$ cat config.mk
export PLATFORM = sky130hd
export DESIGN_NAME = gpio_event_logger
export DESIGN_NICKNAME = d
export VERILOG_FILES = /design/src/rtl/gpio_event_logger.sv
export SDC_FILE = /design/constraint.sdc
export NUM_CORES = 2
export LEC_CHECK = 0
export ABC_CLOCK_PERIOD_IN_PS = 12300
export BUFFER_PORTS_ARGS = -buffer_cell sky130_fd_sc_hd__buf_4
export CAP_MARGIN = 20
export CORE_MARGIN = 2
export CORE_UTILIZATION = 40
export CTS_CLUSTER_DIAMETER = 40
export CTS_CLUSTER_SIZE = 24
export DETAILED_ROUTE_END_ITERATION = 8
export GPL_ROUTABILITY_DRIVEN = 0
export GPL_TIMING_DRIVEN = 1
export PLACE_DENSITY = 0.59
export SLEW_MARGIN = 5
export SYNTH_ARGS = -nofsm -noshare
export SYNTH_HDL_FRONTEND = slang
export SYNTH_SLANG_ARGS = --single-unit
export TNS_END_PERCENT = 5
$ cat constraint.sdc
create_clock -name clk -period 12.3 [get_ports clk]
set_input_delay 1.845 -clock clk [delete_from_list [all_inputs] [get_ports clk]]
set_output_delay 1.845 -clock clk [all_outputs]
set_load 0.02 [all_outputs]
$ cat src/rtl/gpio_event_logger.sv
// Watches the SoC gpio/gpio1 ports, logs every change with a timestamp into a
// show-ahead FIFO and decodes the firmware end-of-test handshake into sticky flags.
module gpio_event_logger #(
  parameter int unsigned DEPTH      = 16,
  parameter int unsigned TS_W       = 24,
  parameter logic [31:0] DONE_MAGIC = 32'hD0D0_CAFE,
  parameter logic [31:0] PASS_VALUE = 32'h0000_0001
) (
  input  logic                     clk,
  input  logic                     rst_n,
  input  logic [31:0]              gpio,
  input  logic [31:0]              gpio1,
  output logic                     ev_valid,
  input  logic                     ev_ready,
  output logic [TS_W-1:0]          ev_ts,
  output logic [1:0]               ev_src,
  output logic [31:0]              ev_gpio,
  output logic [31:0]              ev_gpio1,
  output logic [$clog2(DEPTH):0]   level,
  output logic                     overflow,
  output logic [15:0]              drop_cnt,
  output logic                     test_done,
  output logic                     test_pass
);

  localparam int unsigned PW = $clog2(DEPTH);
  localparam logic [TS_W-1:0] TS_ONE  = 1;
  localparam logic [PW:0]     PTR_ONE = 1;

  typedef struct packed {
    logic [TS_W-1:0] ts;
    logic [1:0]      src;
    logic [31:0]     g;
    logic [31:0]     g1;
  } entry_t;

  entry_t          mem_q [DEPTH];
  entry_t          head;
  logic [PW:0]     wr_ptr_q, wr_ptr_d, rd_ptr_q, rd_ptr_d;
  logic [TS_W-1:0] ts_q, ts_d;
  logic [31:0]     prev_gpio_q, prev_gpio1_q;
  logic            overflow_q, overflow_d;
  logic [15:0]     drop_cnt_q, drop_cnt_d;
  logic            done_q, done_d, pass_q, pass_d;
  logic [1:0]      chg;
  logic            empty, full, pop, push, drop;

  always_comb begin
    chg   = {gpio1 != prev_gpio1_q, gpio != prev_gpio_q};
    empty = (wr_ptr_q == rd_ptr_q);
    full  = (wr_ptr_q[PW] != rd_ptr_q[PW]) && (wr_ptr_q[PW-1:0] == rd_ptr_q[PW-1:0]);
    pop   = !empty && ev_ready;
    // A full FIFO still accepts a push when the head leaves in the same cycle.
    push  = (chg != 2'b00) && (!full || pop);
    drop  = (chg != 2'b00) && full && !pop;

    wr_ptr_d   = push ? wr_ptr_q + PTR_ONE : wr_ptr_q;
    rd_ptr_d   = pop  ? rd_ptr_q + PTR_ONE : rd_ptr_q;
    ts_d       = (ts_q == '1) ? ts_q : ts_q + TS_ONE;
    overflow_d = overflow_q | drop;
    drop_cnt_d = (drop && drop_cnt_q != 16'hFFFF) ? drop_cnt_q + 16'd1 : drop_cnt_q;

    done_d = done_q;
    pass_d = pass_q;
    if (!done_q && gpio == DONE_MAGIC) begin
      done_d = 1'b1;
      pass_d = (gpio1 == PASS_VALUE);
    end
  end

  // NOTE: sequential state uses non-blocking assignments so every register
  // samples the pre-edge values regardless of statement order.
  always_ff @(posedge clk or negedge rst_n) begin
    if (!rst_n) begin
      wr_ptr_q     <= '0;
      rd_ptr_q     <= '0;
      ts_q         <= '0;
      prev_gpio_q  <= '0;
      prev_gpio1_q <= '0;
      overflow_q   <= 1'b0;
      drop_cnt_q   <= '0;
      done_q       <= 1'b0;
      pass_q       <= 1'b0;
    end else begin
      wr_ptr_q     <= wr_ptr_d;
      rd_ptr_q     <= rd_ptr_d;
      ts_q         <= ts_d;
      prev_gpio_q  <= gpio;
      prev_gpio1_q <= gpio1;
      overflow_q   <= overflow_d;
      drop_cnt_q   <= drop_cnt_d;
      done_q       <= done_d;
      pass_q       <= pass_d;
    end
  end

  // NOTE: the storage array has no reset; the pointers alone define which
  // entries are meaningful, and leaving it unreset lets it map onto RAM.
  always_ff @(posedge clk) begin
    if (push) mem_q[wr_ptr_q[PW-1:0]] <= '{ts: ts_q, src: chg, g: gpio, g1: gpio1};
  end

  // Head data is forced to zero while empty so the outputs read 0 in reset.
  assign head      = empty ? '0 : mem_q[rd_ptr_q[PW-1:0]];
  assign ev_valid  = !empty;
  assign ev_ts     = head.ts;
  assign ev_src    = head.src;
  assign ev_gpio   = head.g;
  assign ev_gpio1  = head.g1;
  assign level     = wr_ptr_q - rd_ptr_q;
  assign overflow  = overflow_q;
  assign drop_cnt  = drop_cnt_q;
  assign test_done = done_q;
  assign test_pass = pass_q;

endmodule

# --- Yosys cells after proc, flatten, opt, wreduce, memory -nomap -nowiden ---
# Memory sizes are Yosys's and may differ from the RTL's.
# Cells that the tools add are included.
totals:
  reg_bits: 117
  mem_bits_rw: 1440
  inputBits: 67
  mem_count: 1
op_classes:
  addsub: 5
  n_eq_ne: 9
  mux: 3
  n_bitwise: 1
  n_reduce_logical: 13
memory_table:
  columns: ["memory", "depth", "width", "rd", "rd_ports_with_merged_regs", "write_ports", "line", "source"]
  rows:
  - ["mem_q", 16, 90, 1, 0, 1, "37", "entry_t mem_q [DEPTH];"]
ops:
  columns: ["op", "count"]
  rows:
  - ["$mux W90", 1]
  - ["$ne A32 B32 Y1", 2]
  - ["$eq A32 B1 Y1 const B", 1]
  - ["$eq A32 B32 Y1 const B", 1]
  - ["$add A24 B1 Y24 const B", 1]
  - ["$eq A24 B24 Y1 const B", 1]
  - ["$add A16 B1 Y16 const B", 1]
  - ["$ne A16 B16 Y1 const B", 1]
  - ["$add A5 B1 Y5 const B", 2]
  - ["$logic_and A1 B1 Y1", 7]
  - ["$eq A5 B5 Y1", 1]
  - ["$sub A5 B5 Y5", 1]
  - ["$eq A4 B4 Y1", 1]
  - ["$logic_not A1 Y1", 4]
  - ["$mux W1", 2]
  - ["$reduce_bool A2 Y1", 1]
  - ["$logic_or A1 B1 Y1", 1]
  - ["$ne A1 B1 Y1", 1]
  - ["$or A1 B1 Y1", 1]

# --- Longest topological paths before layout ---
logic_depth:
  ltp_word: 7
  mapped_depth: 12
  mapped_depth_nobuf: 8

# --- Worst setup path after synthesis ---
# OpenSTA, ideal clock, no wires.
synth_timing:
  kind: "input port to flip-flop"
  startpoint: "in gpio1[30]"
  endpoint: "mem mem_q[3][0] (netlist bit) (enable)"
  setup_time_ps: 649
  arrival_ps: 8763
  t_required_ps: 11651
  slack_ps: 2888
  cell_stages: 7
  path_buffers: 1
  cell_sequence: "xnor2_1 -> nand4_1 -> nor4_1 -> nand4_1 -> clkbuf_1 -> nand3_1 -> nor3_1"
synth_between:
  elab_chain_len: 5
synth_lines:
  columns: ["item", "line", "source"]
  rows:
  - ["start: declaration", "12", "input logic [31:0] gpio1,"]
  - ["$ne A32 B32 Y1", "49", "chg = {gpio1 != prev_gpio1_q, gpio != prev_gpio_q};"]
  - ["$reduce_bool A2 Y1", "54", "push = (chg != 2'b00) && (!full || pop);"]
  - ["$logic_and A1 B1 Y1", "54", null]
  - ["$mux W1", "100", "if (push) mem_q[wr_ptr_q[PW-1:0]] <= '{ts: ts_q, src: chg, g: gpio, g1: gpio1};"]
  - ["$mux W1 (not written as such)", "100", null]
  - ["end: declaration", "37", null]
# Every way passes these cells.

# --- Worst setup path in the final report ---
layout_timing:
  startpoint: "reg rd_ptr_q[0]"
  endpoint: "out ev_gpio[31]"
layout_between:
  elab_chain_len: 2
layout_lines:
  columns: ["item", "line", "source"]
  rows:
  - ["start: declaration", "39", "logic [PW:0] wr_ptr_q, wr_ptr_d, rd_ptr_q, rd_ptr_d;"]
  - ["start signal: assignment", "86", "rd_ptr_q <= rd_ptr_d;"]
  - ["$mem_v2 Z16 W90 / $eq A5 B5 Y1 (equally long branches)", null, null]
  - ["$mux W90 *", "104", "assign head = empty ? '0 : mem_q[rd_ptr_q[PW-1:0]];"]
  - ["end: declaration", "17", "output logic [31:0] ev_gpio,"]
# Mark *: on every way between the ends. The rest lies on a longest branch, timed or not.

==> results.json <==
{
  "antenna_found_initial": 11,
  "drt-initial-drc-count": 2462,
  "start_util": 0.403,
  "slowest_delay_ns": 1.02,
  "pin_count": 182,
  "ys_seq_area_frac": 0.775,
  "synth_cell_types": 37,
  "arrival_ns": 5.20,
  "slew_violations": 0,
  "rsz0062_at_grt": "no",
  "dieWidth_microns": 390,
  "setup-tns-final_ns": 0,
  "io_buffers": 181,
  "p_leak_nw": 22.8,
  "syn_nets": 2599,
  "final_hold_viol_count": 0,
  "outcome": "completed",
  "cts_resized": 0,
  "grt_util_all_layers": 0.193,
  "cap_violations": 0,
  "rr_endpoint": "mem_q[0][56]",
  "post_cts_buffers": 0,
  "place_ws_ns": 5.87,
  "postSynthAreaPerCell_sq_um": 23.6,
  "hp-start": "overflow",
  "fin_util": 0.475,
  "cts_tree": "done",
  "drive_gt1_frac": 0.351,
  "hold_depth": 1,
  "r2r-start": "rd_ptr_q[3]",
  "crit_required_ns": 10.45,
  "period_needed_ns": 7.04,
  "power_density_nw_per_um2": 266,
  "layout_setup_ws_ns": 5.26,
  "core_sq_um": 148000,
  "vdd_ir_drop_max_mv": 0.176,
  "hp-class": "reg2reg",
  "setup.worst_path.end_class": "output pin",
  "max_freq_mhz": 142,
  "cts-buffers-inserted": 196,
  "synth_warnings": 0,
  "ant_nets": 0,
  "routed_wl_microns": 145000,
  "clock_latency_ns": 0.83,
  "start_kind": "flip-flop",
  "worst_pin_slew_ns": 1.11,
  "dp_hpwl_microns": 74400,
  "finalCritPeriodShare": 0.573,
  "clk_pin_slew_ns": 0.05,
  "whs_endpoint": "overflow",
  "cts_hold_buf": 0,
  "synthToLayoutAreaGrowth_pct": 17.9,
  "cts.htree.levels": 4,
  "syn_inst": 2520,
  "ff2ff_setup_slack_ns": 7.30,
  "fp.dieH_microns": 390,
  "drc": 0,
  "cts_max_path_buffers": 3,
  "critical-path-slowest-cell": "dfrtp_4",
  "place_area_sq_um": 63400,
  "holdWs_ns": 0.467,
  "overflow": 0,
  "grt_pass1_vias": 29500,
  "slew_headroom": 0.257,
  "dr.pass1.iters": 5,
  "via_per_inst": 5.60,
  "clock-skew-final_ns": 0.0574,
  "cts_sinks": 1557,
  "ys_ff_latch": 1557,
  "fin_nets": 2908,
  "via_count": 27600,
  "worstPathCellList": "buf_4, buf_12, mux4_2, mux4_2, and2_1, buf_4",
  "reg2reg_depth": 8,
  "grt_max_degree": 120,
  "grt_pass1_wl_microns": 210000,
  "wire_per_inst_microns": 29.4,
  "setup-violations-final": 0,
  "final_area_sq_um": 70200,
  "path_max_fanout": 119,
  "cts-root-buf": "clkbuf_16",
  "path_class": "reg2out",
  "dieArea_sq_um": 152000,
  "synth_area_sq_um": 59600,
  "rows": 141
}
==> cell usage after synthesis <==
cell type,n,area share
buf_6,2,0.00038
fa_1,1,0.00034
nor3_1,5,0.00042
or2_2,1,0.00011
xnor2_1,109,0.016
nor2_1,4,0.00025
xor2_1,3,0.00044
mux2_2,5,0.00094
and4_4,1,0.00019
and4b_1,1,0.00017
and2_1,96,0.010
and2_0,1,0.00011
nand4_1,39,0.0041
ha_1,11,0.0023
nand3_2,2,0.00034
clkbuf_1,68,0.0043
o21ai_0,2,0.00017
nor4b_1,3,0.00044
and3_1,29,0.0030
nand2b_1,1,0.00011
and4_1,2,0.00029
or4_1,1,0.00013
nand2_1,14,0.00088
or3_1,2,0.00021
nor4_1,13,0.0014
nor2b_1,4,0.00042
nand4b_1,1,0.00015
inv_1,14,0.00088
nand3_1,22,0.0018
dfrtp_1,117,0.049
mux4_2,450,0.17
and4bb_1,1,0.00021
buf_1,17,0.0011
a21o_1,4,0.00050
edfxtp_1,1440,0.73
buf_2,32,0.0027
a21oi_1,2,0.00017
==> worst max path at each step <==
stage / startpoint / to / slack [ns] / cells past startpoint
6_report: rd_ptr_q[0] / ev_gpio[31] / 5.26 / 6
2_1_floorplan: gpio1[30] / mem_q[3][0] / 2.89 / 7
5_1_grt: rd_ptr_q[0] / ev_gpio[31] / 4.76 / 6
3_5_place_dp: rd_ptr_q[0] / ev_gpio[29] / 5.87 / 6
3_3_place_gp: gpio1[13] / mem_q[0][1] / 5.48 / 10
4_1_cts: rd_ptr_q[0] / ev_gpio[29] / 4.96 / 6
==> routing by layer <==
metal | vias up | GRT usage | part of all wire
met5 | - | 0 | 0.00079
met4 | 18 | 0.0549 | 0.022
met3 | 208 | 0.0410 | 0.063
met2 | 891 | 0.321 | 0.51
met1 | 15200 | 0.257 | 0.41
li1 | 11300 | - | -
==> state kept, by name, summed over array words and instances (netlist names) <==
| register | cells |
|---|---|
| overflow | 1 |
| test_done | 1 |
| rd_ptr_q | 5 |
| ts_q | 24 |
| prev_gpio_q | 32 |
| prev_gpio1_q | 32 |
| mem_q | 1440 |
| drop_cnt | 16 |
| test_pass | 1 |
| wr_ptr_q | 5 |
==> per-stage QoR <==
stage,power (mW),std cells
2_1_floorplan,10.8,2520
3_3_place_gp,13.0,4558
3_5_place_dp,13.1,4561
4_1_cts,19.0,4931
5_1_grt,19.5,4931
6_report,18.7,4932
==> kinds of logic after synthesis <==
group	after synthesis	share of synthesized area
xor gates and xnor gates	112	0.0165
adders and majority gates	12	0.00265
AOI/OAI and AO/OA	8	0.000840
and+or+nand+nor	243	0.0248
buffers and inverters	133	0.00930
muxes	455	0.171
DFF	1557	0.775
==> layout make-up <==
cell class	instances	area [sq um]
fill	12000	77600
sequential	1557	46200
multi-input combinational	830	13000
clock buffer	219	5080
tap	1930	2410
timing repair buffer	230	1790
clock inverter	151	1740
inverter	14	65.1
antenna	1	2.50
==> critical path: cells and delay by family (launching register included) <==
kind                   cells  cell delay (ns)
buffers and inverters      3             1.78
and+or+nand+nor            1             0.22
muxes                      2             1.07
DFF                        1             1.02
==> cells in the final DEF, fill, tap and decap left out, drive strengths merged, types with 2 or more instances in the layout <==
master    Yosys  layout
edfxtp     1440    1440
mux4        450     450
buf          51     230
clkbuf       68     219
dfrtp       117     117
xnor2       109     109
and2         97      97
inv          14      67
clkinv        0      63
nand4        39      39
and3         29      29
nand3        24      24
clkinvlp      0      20
bufinv        0      15
nand2        14      14
nor4         13      13
ha           11      11
mux2          5       5
nor3          5       5
a21o          4       4
nor2          4       4
nor2b         4       4
xor2          3       3
nor4b         3       3
and4          3       3
a21oi         2       2
or3           2       2
o21ai         2       2
==> power breakdown <==
part	internal (mW)	total [mW]	switching (mW)
Clock	3.40	5.83	2.43
Sequential	6.78	7.08	0.299
Combinational	2.57	5.78	3.21
Total	12.8	18.7	5.94
(Power assumes the default switching activity.)
